File: config.mk
export PLATFORM = sky130hd
export DESIGN_NAME = fp_add_top
export DESIGN_NICKNAME = d
export VERILOG_FILES = /design/src/rtl/fp_add_top.sv
export SDC_FILE = /design/constraint.sdc
export NUM_CORES = 1
export LEC_CHECK = 0
export BUFFER_PORTS_ARGS = -buffer_cell sky130_fd_sc_hd__buf_2
export CORE_MARGIN = 2
export CORE_UTILIZATION = 45
export DETAILED_ROUTE_END_ITERATION = 10
export PLACE_DENSITY = 0.68
export SYNTH_ARGS = -nofsm -noshare
export SYNTH_HDL_FRONTEND = slang
export SYNTH_SLANG_ARGS = --single-unit
export TNS_END_PERCENT = 10
File: constraint.sdc
create_clock -name clk -period 9.1 [get_ports clk]
set_clock_uncertainty 0.15 [all_clocks]
set_input_delay 0.91 -clock clk [delete_from_list [all_inputs] [get_ports clk]]
set_output_delay 0.91 -clock clk [all_outputs]
set_load 0.01 [all_outputs]
File: src/rtl/fp_add_top.sv
// fp_add_top: two-stage pipelined IEEE-754 binary32 adder, round-to-nearest-even.
// Subnormal inputs are treated as signed zero and subnormal results flush to +0.
// Ports:
//   clk    - clock, rising edge
//   rst    - asynchronous active-high reset, clears the whole pipeline
//   a, b   - binary32 operands, sampled every cycle
//   result - registered binary32 sum, valid two rising edges after a/b are sampled
module fp_add_top (
  input  logic        clk,
  input  logic        rst,
  input  logic [31:0] a,
  input  logic [31:0] b,
  output logic [31:0] result
);

  localparam int unsigned EXP_W  = 8;
  localparam int unsigned FRAC_W = 23;
  localparam int unsigned MANT_W = FRAC_W + 1;   // with hidden bit
  localparam int unsigned EXT_W  = MANT_W + 3;   // mantissa + guard/round/sticky
  localparam int unsigned SUM_W  = EXT_W + 1;    // plus carry-out
  localparam int unsigned LZ_W   = 5;
  localparam int unsigned EW_W   = 10;           // working exponent, two's complement

  localparam logic [EXP_W-1:0] EXP_MAX = '1;
  localparam logic [31:0]      QNAN    = 32'h7FC0_0000;

  // Stage-1 to stage-2 payload
  typedef struct packed {
    logic              special;
    logic [31:0]       special_val;
    logic              sign_l;
    logic              sub;
    logic [EXP_W-1:0]  exp_l;
    logic [MANT_W-1:0] mant_l;
    logic [EXT_W-1:0]  mant_s;
  } s1_t;

  s1_t s1_d, s1_q;
  logic [31:0] result_d;

  // Stage-1 operand decode
  logic [EXP_W-1:0]  exp_a, exp_b, exp_s, diff;
  logic [FRAC_W-1:0] frac_a, frac_b;
  logic              zero_a, zero_b, nan_a, nan_b, inf_a, inf_b;
  logic [MANT_W-1:0] mant_a, mant_b, mant_s_raw;
  logic [30:0]       mag_a, mag_b;
  logic              a_ge;
  logic [EXT_W-1:0]  ext_s, shifted;
  logic              lost;

  // Stage 1: unpack, classify specials, order by magnitude, align smaller operand
  always_comb begin
    exp_a  = a[30:23];
    exp_b  = b[30:23];
    frac_a = a[22:0];
    frac_b = b[22:0];
    zero_a = (exp_a == '0);
    zero_b = (exp_b == '0);
    nan_a  = (exp_a == EXP_MAX) && (frac_a != '0);
    nan_b  = (exp_b == EXP_MAX) && (frac_b != '0);
    inf_a  = (exp_a == EXP_MAX) && (frac_a == '0);
    inf_b  = (exp_b == EXP_MAX) && (frac_b == '0);
    mant_a = zero_a ? '0 : {1'b1, frac_a};
    mant_b = zero_b ? '0 : {1'b1, frac_b};
    // Subnormals compare as zero so they never become the larger operand
    mag_a  = zero_a ? '0 : a[30:0];
    mag_b  = zero_b ? '0 : b[30:0];
    a_ge   = (mag_a >= mag_b);

    s1_d = '0;
    s1_d.sub = a[31] ^ b[31];

    if (nan_a || nan_b || (inf_a && inf_b && (a[31] != b[31]))) begin
      s1_d.special     = 1'b1;
      s1_d.special_val = QNAN;
    end else if (inf_a) begin
      s1_d.special     = 1'b1;
      s1_d.special_val = {a[31], EXP_MAX, {FRAC_W{1'b0}}};
    end else if (inf_b) begin
      s1_d.special     = 1'b1;
      s1_d.special_val = {b[31], EXP_MAX, {FRAC_W{1'b0}}};
    end

    if (a_ge) begin
      s1_d.sign_l = a[31];
      s1_d.exp_l  = exp_a;
      s1_d.mant_l = mant_a;
      exp_s       = exp_b;
      mant_s_raw  = mant_b;
    end else begin
      s1_d.sign_l = b[31];
      s1_d.exp_l  = exp_b;
      s1_d.mant_l = mant_b;
      exp_s       = exp_a;
      mant_s_raw  = mant_a;
    end

    diff  = s1_d.exp_l - exp_s;
    ext_s = {mant_s_raw, 3'b000};
    // Beyond 26 positions every mantissa bit lands below sticky
    if (diff >= EXP_W'(EXT_W)) begin
      shifted = {{(EXT_W-1){1'b0}}, |mant_s_raw};
      lost    = 1'b0;
    end else begin
      shifted = ext_s >> diff;
      lost    = |(ext_s & ((EXT_W'(1) << diff) - EXT_W'(1)));
    end
    s1_d.mant_s = {shifted[EXT_W-1:1], shifted[0] | lost};
  end

  // Stage-2 datapath
  logic [SUM_W-1:0]  l_ext, s_ext, sum;
  logic [EXT_W-1:0]  norm;
  logic [LZ_W-1:0]   lz;
  logic [EW_W-1:0]   exp_w;
  logic              rnd;
  logic [MANT_W:0]   mant_r;
  logic [MANT_W-1:0] mant_f;
  logic              ovf, unf;

  // Stage 2: add/subtract, normalize, round-to-nearest-even, pack
  always_comb begin
    l_ext = {1'b0, s1_q.mant_l, 3'b000};
    s_ext = {1'b0, s1_q.mant_s};
    sum   = s1_q.sub ? (l_ext - s_ext) : (l_ext + s_ext);

    lz = '0;
    for (int i = 0; i < int'(EXT_W); i++) begin
      if (sum[i]) lz = LZ_W'(int'(EXT_W) - 1 - i);
    end

    if (sum[SUM_W-1]) begin
      // Carry-out: shift right one, folding the dropped bit into sticky
      norm  = {sum[SUM_W-1:2], sum[1] | sum[0]};
      exp_w = EW_W'(s1_q.exp_l) + EW_W'(1);
    end else begin
      norm  = sum[EXT_W-1:0] << lz;
      exp_w = EW_W'(s1_q.exp_l) - EW_W'(lz);
    end

    // Round up above half, or at exactly half when the kept LSB is odd
    rnd    = norm[2] & (norm[1] | norm[0] | norm[3]);
    mant_r = {1'b0, norm[EXT_W-1:3]} + (MANT_W+1)'(rnd);
    if (mant_r[MANT_W]) begin
      mant_f = mant_r[MANT_W:1];
      exp_w  = exp_w + EW_W'(1);
    end else begin
      mant_f = mant_r[MANT_W-1:0];
    end

    ovf = !exp_w[EW_W-1] && (exp_w >= EW_W'(EXP_MAX));
    unf = exp_w[EW_W-1] || (exp_w == '0);

    if (s1_q.special) begin
      result_d = s1_q.special_val;
    end else if (sum == '0) begin
      // Exact cancellation gives +0; same-sign zeros keep their sign
      result_d = {s1_q.sign_l & ~s1_q.sub, 31'd0};
    end else if (ovf) begin
      result_d = {s1_q.sign_l, EXP_MAX, {FRAC_W{1'b0}}};
    end else if (unf) begin
      result_d = '0;
    end else begin
      result_d = {s1_q.sign_l, exp_w[EXP_W-1:0], mant_f[FRAC_W-1:0]};
    end
  end

  // Pipeline registers
  always_ff @(posedge clk or posedge rst) begin
    if (rst) begin
      s1_q   <= '0;
      result <= '0;
    end else begin
      s1_q   <= s1_d;
      result <= result_d;
    end
  end

endmodule

After elaboration in Yosys (flattened, before gate mapping)
Index checks and enable logic that the tools add are counted.
{"block": "op_classes", "n_reduce_logical": 21, "bitwise_logic": 9, "shifts": 3, "n_mux": 49, "add_sub_neg": 8, "order_cmp": 3, "eq_ne": 3}
{"operator": "two-way mux 32 bit", "count": 5}
{"operator": "two-way mux 5 bit", "count": 27}
{"operator": "two-way mux 33 bit", "count": 3}
{"operator": "two-way mux 24 bit", "count": 3}
{"operator": "two-way mux 31 bit", "count": 2}
{"operator": "two-way mux 27 bit", "count": 2}
{"operator": "zero test 23 bit", "count": 2}
{"operator": "nonzero test 23 bit", "count": 2}
{"operator": "greater-or-equal comparator 31 bit", "count": 1}
{"operator": "adder 27 x 27 -> 28 bit", "count": 1}
{"operator": "zero test 28 bit", "count": 1}
{"operator": "two-way mux 28 bit", "count": 1}
{"operator": "subtractor 27 x 27 -> 28 bit", "count": 1}
{"operator": "AND 27 bit", "count": 1}
{"operator": "OR reduction 27 bit", "count": 1}
{"operator": "<< shifter 1 x 8 -> 27 bit, first input constant", "count": 1}
{"operator": "<< shifter 27 x 5 -> 27 bit", "count": 1}
{"operator": ">> shifter 27 x 8 -> 27 bit", "count": 1}
{"operator": "subtractor 27 x 1 -> 27 bit, second input constant", "count": 1}
{"operator": "adder 24 x 1 -> 25 bit", "count": 1}
{"operator": "OR reduction 24 bit", "count": 1}
{"operator": "two-way mux 23 bit", "count": 1}
{"operator": "two-way mux 10 bit", "count": 2}
{"operator": "equality test 8 bit, second input constant", "count": 2}
{"operator": "other kinds (18)", "count": 32}
{"block": "word_totals", "input_bits": 66, "register_bits": 126}

Longest topological paths before layout
{"block": "logic_depth", "word_depth": 42, "mapped_depth": 36, "mapped_depth_nobuf": 32}

Least setup slack after synthesis
No wires, ideal clock.
{"block": "synth_timing", "path_kind": "input port to flip-flop", "start": "input a[23]", "end": "register s1_q[0] (netlist name)", "slack_ns": 1.690, "arrival_ns": 7.120, "path_stages": 36, "path_cell_list": "clkbuf_1 nor4_1 nand2_1 clkbuf_1 nand2_1 inv_1 ha_1 nor2b_1 o21a_1 o21a_1 o21ai_0 a21oi_1 o31a_1 o2111ai_1 a21o_1 nand2_1 clkbuf_1 clkbuf_1 a21oi_1 ha_1 o21ai_0 nand2_1 o311ai_0 nand2_1 nand3_1 maj3_1 and3_1 o21ai_0 xnor2_1 a21o_1 or3_1 clkbuf_1 o311ai_0 o31ai_1 nor4_1 a32oi_1"}
{"element": "start: declaration", "line": "11", "rtl": "input logic [31:0] a,"}
{"element": "end signal: assignment", "line": "171", "rtl": "s1_q <= '0;"}
{"element": "end signal: assignment", "line": "174", "rtl": "s1_q <= s1_d;"}
{"element": "end: declaration", "line": "38", "rtl": "s1_t s1_d, s1_q;"}

Final worst setup path
{"block": "layout_timing", "start": "register s1_q[21] (netlist name)", "end": "register result[18]"}
{"block": "layout_between", "elab_chain_len": 21}
{"element": "adder 27 x 27 -> 28 bit or subtractor 27 x 27 -> 28 bit (tied branches)", "line": "125", "rtl": "sum = s1_q.sub ? (l_ext - s_ext) : (l_ext + s_ext);"}
{"element": "two-way mux 28 bit *", "line": "125"}
{"element": "branches (longest 17 deep; another with adder 24 x 1 -> 25 bit)"}
{"element": "two-way mux 32 bit *", "line": "156", "rtl": "end else if (sum == '0) begin"}
{"element": "two-way mux 32 bit *", "line": "154", "rtl": "if (s1_q.special) begin"}
{"element": "named net result_d[18]", "line": "39", "rtl": "logic [31:0] result_d;"}
{"element": "end signal: assignment", "line": "175", "rtl": "result <= result_d;"}
{"element": "end: declaration", "line": "13", "rtl": "output logic [31:0] result"}
Mark *: on every way through the listed nets, which the timed path passes.

==> results.md <==
* Clock network latency to the later pin of the worst-skew pair at ~360 ps
* Hold_buf cts at 0
* Top routing layer used: met5
* Clk network pwr share at 0.133
* Largest incremental delay on the critical path at between 900 and 1000 ps
* Type of destination of the critical path: flip-flop
* Outcome: finished, final reports clean
* Seq/Total Area, Yosys at 0.171
* Antenna diodes at 0
* Floorplan die height at 181 µm
* Setup bufs post-CTS at 0
* DRC violation count after routing at 0
* Top cell type's share of synthesized area at 0.171
* Antenna Violating Nets Remaining at 0
* Met1 layer wirelength in the final routing at around 23 mm
* Sw Share at 0.523
* Highest Clock Rate at around 120 MHz
* DRT Pass-1 Iters at 6
* Number of distinct standard cells referenced by the synthesized netlist at between 100 and 150
* Unrepaired setup endpoints after global routing: false
* Starting density of the core at 0.457
* Number of placed I/O pins at 98
* Total Neg Setup Slack at 0 ps
* Syn-to-layout area delta at 8.31%
* Amount of wire on met3 after detailed routing at 4.60 mm
* Number of cells in the design after placement at 2386
* Total Die Area at roughly 33000 µm²
* Via count at 16000
* Measured slew at the worst slew-check pin at ~1100 ps
* Hold Vio Cnt, Final at 0
* Std-Cell Core Area at 30700 µm²
* Clock period minus final worst setup slack at 8390 ps
* Number of buffers created by CTS at 9
* Post-synthesis sequential element count at 96
* Startpoint-to-endpoint class of the critical path: flip-flop to flip-flop
* Cell type contributing the most total cell area after synthesis: sky130_fd_sc_hd__dfrtp_1
* Final setup margin at 710 ps
* Power dissipated by switching net loads at 0.00147 W
* Clk sink count at 96
* Detailed router's first-iteration violation count at around 2600
* Synth top area cells: sky130_fd_sc_hd__dfrtp_1 17%, sky130_fd_sc_hd__ha_1 8.0%, sky130_fd_sc_hd__nand2_1 5.7%
* Endpoint required time on the critical path at a little over 9000 ps
* CTS tree: yes
* Startpoint class of the critical path: flip-flop
* Total grt overflow at 0
* Synth warnings at 0
* Fin cells at 2402
* Average detailed-routed wire length per instance at between 20 and 25 µm
* Slack of the worst reg-to-reg path at 710 ps
* Std cell rows at 64
* Final worst path period share at 0.922
* Delay-heaviest family, CP: compound AO/OA/AOI/OAI gates
* Port Buffer Count at 97
* Buffers from clock root to sink, at most at 2
* Total global routing track utilization at 0.317
* Maximum fanout along the worst path at 28
* Layout cell share with drive strength beyond 1 at 0.123
* Multi-input combinational cell area at 10800 µm²
* Slowest cell on crit path: sky130_fd_sc_hd__a2111oi_0
* Power share of the combinational group at 0.674
* Class of the tightest hold or removal check: flip-flop to flip-flop
* Width of the die at 181 µm
* Syn_area_per_cell at 7.13 µm²
* Cell area after technology mapping at between 10000 and 15000 µm²
* Pin count of the biggest net entering global routing at 53
* Worst vdd rail ir drop at approximately 82 µV
* Clock root cell: sky130_fd_sc_hd__clkbuf_16
* Most used flip-flop cell after synthesis: sky130_fd_sc_hd__dfrtp_1
* Net Count, Synth at roughly 2100
* Average via count per standard cell at 6.67
* Number of maximum-capacitance violations at 0
* Standby leakage power at 6.33 nW
* Wire length of the first global-routing pass at 83.1 mm
* Worst setup slack after placement at ~930 ps
* Clock-pin slew reported for the worst setup and hold paths after clock tree synthesis at 80 ps
* Cells after Synth at 1968
* Slew HR at 0.224
* Number of H-tree branching levels at 3
* Estimated wirelength of the detail-placed design at 42.2 mm
* Filler cells at a little over 3000
* Placer's final routability congestion estimate at 1.02
* Power share of the sequential group at 0.193
* Met2 routed wirelength at 24.0 mm
* Dominant cell type by count on the critical path: sky130_fd_sc_hd__a21oi_1
* Total count of max-transition violations in the final report at 0
* Internal at approximately 0.0013 W
* Area used by sequential logic in the layout at around 2400 µm²
* Buffers plus inverters on the worst setup path at 3
* Layout net count at 2159
* Signal arrival time at the worst endpoint at 8460 ps
* Count of flip-flops with a built-in enable after synthesis at 0
* Power density over cell area at 185 nW/µm²
* Vias in the first global route at 14900
* Worst hold slack at between 300 and 400 ps
* Cts repair resizes at 0
* Number of antenna violations at the first check in global routing at 3
* Synth async-reset ratio at 1.00
* Sum of routed wire length over all layers at about 54 mm
* Setup violation total in the final timing report at 0
placed cells by master, fill, tap and decap left out, types with 23 or more instances in the layout:
cell                         n
sky130_fd_sc_hd__nand2_1   212
sky130_fd_sc_hd__nor3_1     91
sky130_fd_sc_hd__o21ai_0   157
sky130_fd_sc_hd__nor4_1     30
sky130_fd_sc_hd__mux2i_1    39
sky130_fd_sc_hd__nand4_1    28
sky130_fd_sc_hd__nor2_1    185
sky130_fd_sc_hd__and2_1     27
sky130_fd_sc_hd__ha_1       90
sky130_fd_sc_hd__a21oi_1   157
sky130_fd_sc_hd__a21o_1     24
sky130_fd_sc_hd__nand3_1    58
sky130_fd_sc_hd__or3_1      23
sky130_fd_sc_hd__buf_2      97
sky130_fd_sc_hd__a211oi_1   35
sky130_fd_sc_hd__xnor2_1    41
sky130_fd_sc_hd__buf_4      52
sky130_fd_sc_hd__dfrtp_1    96
sky130_fd_sc_hd__xor2_1     26
sky130_fd_sc_hd__inv_1      85
worst paths after layout:
check                             end  startpoint  cells after the start
setup reg to reg           result[18]    s1_q[21]                     29
max in group asynchronous   l_ext[14]         rst                      3
min in group asynchronous  result[30]         rst                      2
hold reg to reg            result[31]    s1_q[92]                      2
hold / removal             result[31]    s1_q[92]                      2
setup / recovery           result[18]    s1_q[21]                     29
area by class of cell:
class,count,area share
well taps,396,0.0326
clock buffers,9,0.0148
inverters,90,0.0224
multi-input cells,1655,0.710
clock inverters,7,0.00412
repair buffers,149,0.0576
flip-flops and latches,96,0.158
stage by stage:
stage / power (W) / util / cell area (µm²)
global route: 0.00298 / 0.496 / 15200
global placement: 0.00237 / 0.486 / 14900
finish: 0.00282 / 0.496 / 15200
floorplan: 0.00180 / - / 14000
CTS: 0.00276 / 0.496 / 15200
detailed placement: 0.00237 / 0.486 / 14900
worst register-to-register path: cells and delay by family, from the launching register on:
kind | cells | cell delay (ps)
muxes | 1 | 140
and+or+nand+nor | 10 | 2300
buffers and inverters | 3 | 630
xor gates and xnor gates | 2 | 590
adders and majority gates | 2 | 850
DFF | 1 | 350
AOI/OAI and AO/OA | 11 | 3240
flip-flops by register name (all words and copies together), names as in the netlist:
| signal | flops |
|---|---|
| l_ext | 24 |
| result | 32 |
| s1_q | 40 |
Yosys cell counts (28+ instances only):
cell / n
sky130_fd_sc_hd__a211oi_1: 35
sky130_fd_sc_hd__ha_1: 90
sky130_fd_sc_hd__xnor2_1: 43
sky130_fd_sc_hd__nand2_1: 213
sky130_fd_sc_hd__xor2_1: 28
sky130_fd_sc_hd__dfrtp_1: 96
sky130_fd_sc_hd__a21oi_1: 157
sky130_fd_sc_hd__nor4_1: 30
sky130_fd_sc_hd__nand4_1: 28
sky130_fd_sc_hd__o21ai_0: 157
sky130_fd_sc_hd__mux2i_1: 39
sky130_fd_sc_hd__nor3_1: 91
sky130_fd_sc_hd__inv_1: 86
sky130_fd_sc_hd__clkbuf_1: 88
sky130_fd_sc_hd__nand3_1: 58
sky130_fd_sc_hd__nor2_1: 186
cells by family after synthesis:
kind of cell	count (synthesis)	synth area share
AND/OR/NAND/NOR	779	0.276
adder cells (fa/ha/maj)	95	0.0853
multiplexers	51	0.0415
AO/OA/AOI/OAI	658	0.319
buffers and inverters	217	0.0619
flip-flops	96	0.171
XOR/XNOR	72	0.0455
routing by layer:
layer  GRT usage  up-vias
met3      0.0479      189
met2       0.512      862
li1            -     7423
met5           0        -
met4       0.126        4
met1       0.426     7539
power by group through the flow:
| stage | sequential, W | clock, W | combinational, W |
|---|---|---|---|
| finish | 0.000543 | 0.000376 | 0.00190 |
| global route | 0.000556 | 0.000403 | 0.00202 |
| CTS | 0.000544 | 0.000386 | 0.00183 |
| detailed placement | 0.000553 | 0 | 0.00182 |
| global placement | 0.000550 | 0 | 0.00182 |
| floorplan | 0.000582 | 0 | 0.00122 |
Power figures use the tool's default switching activity.
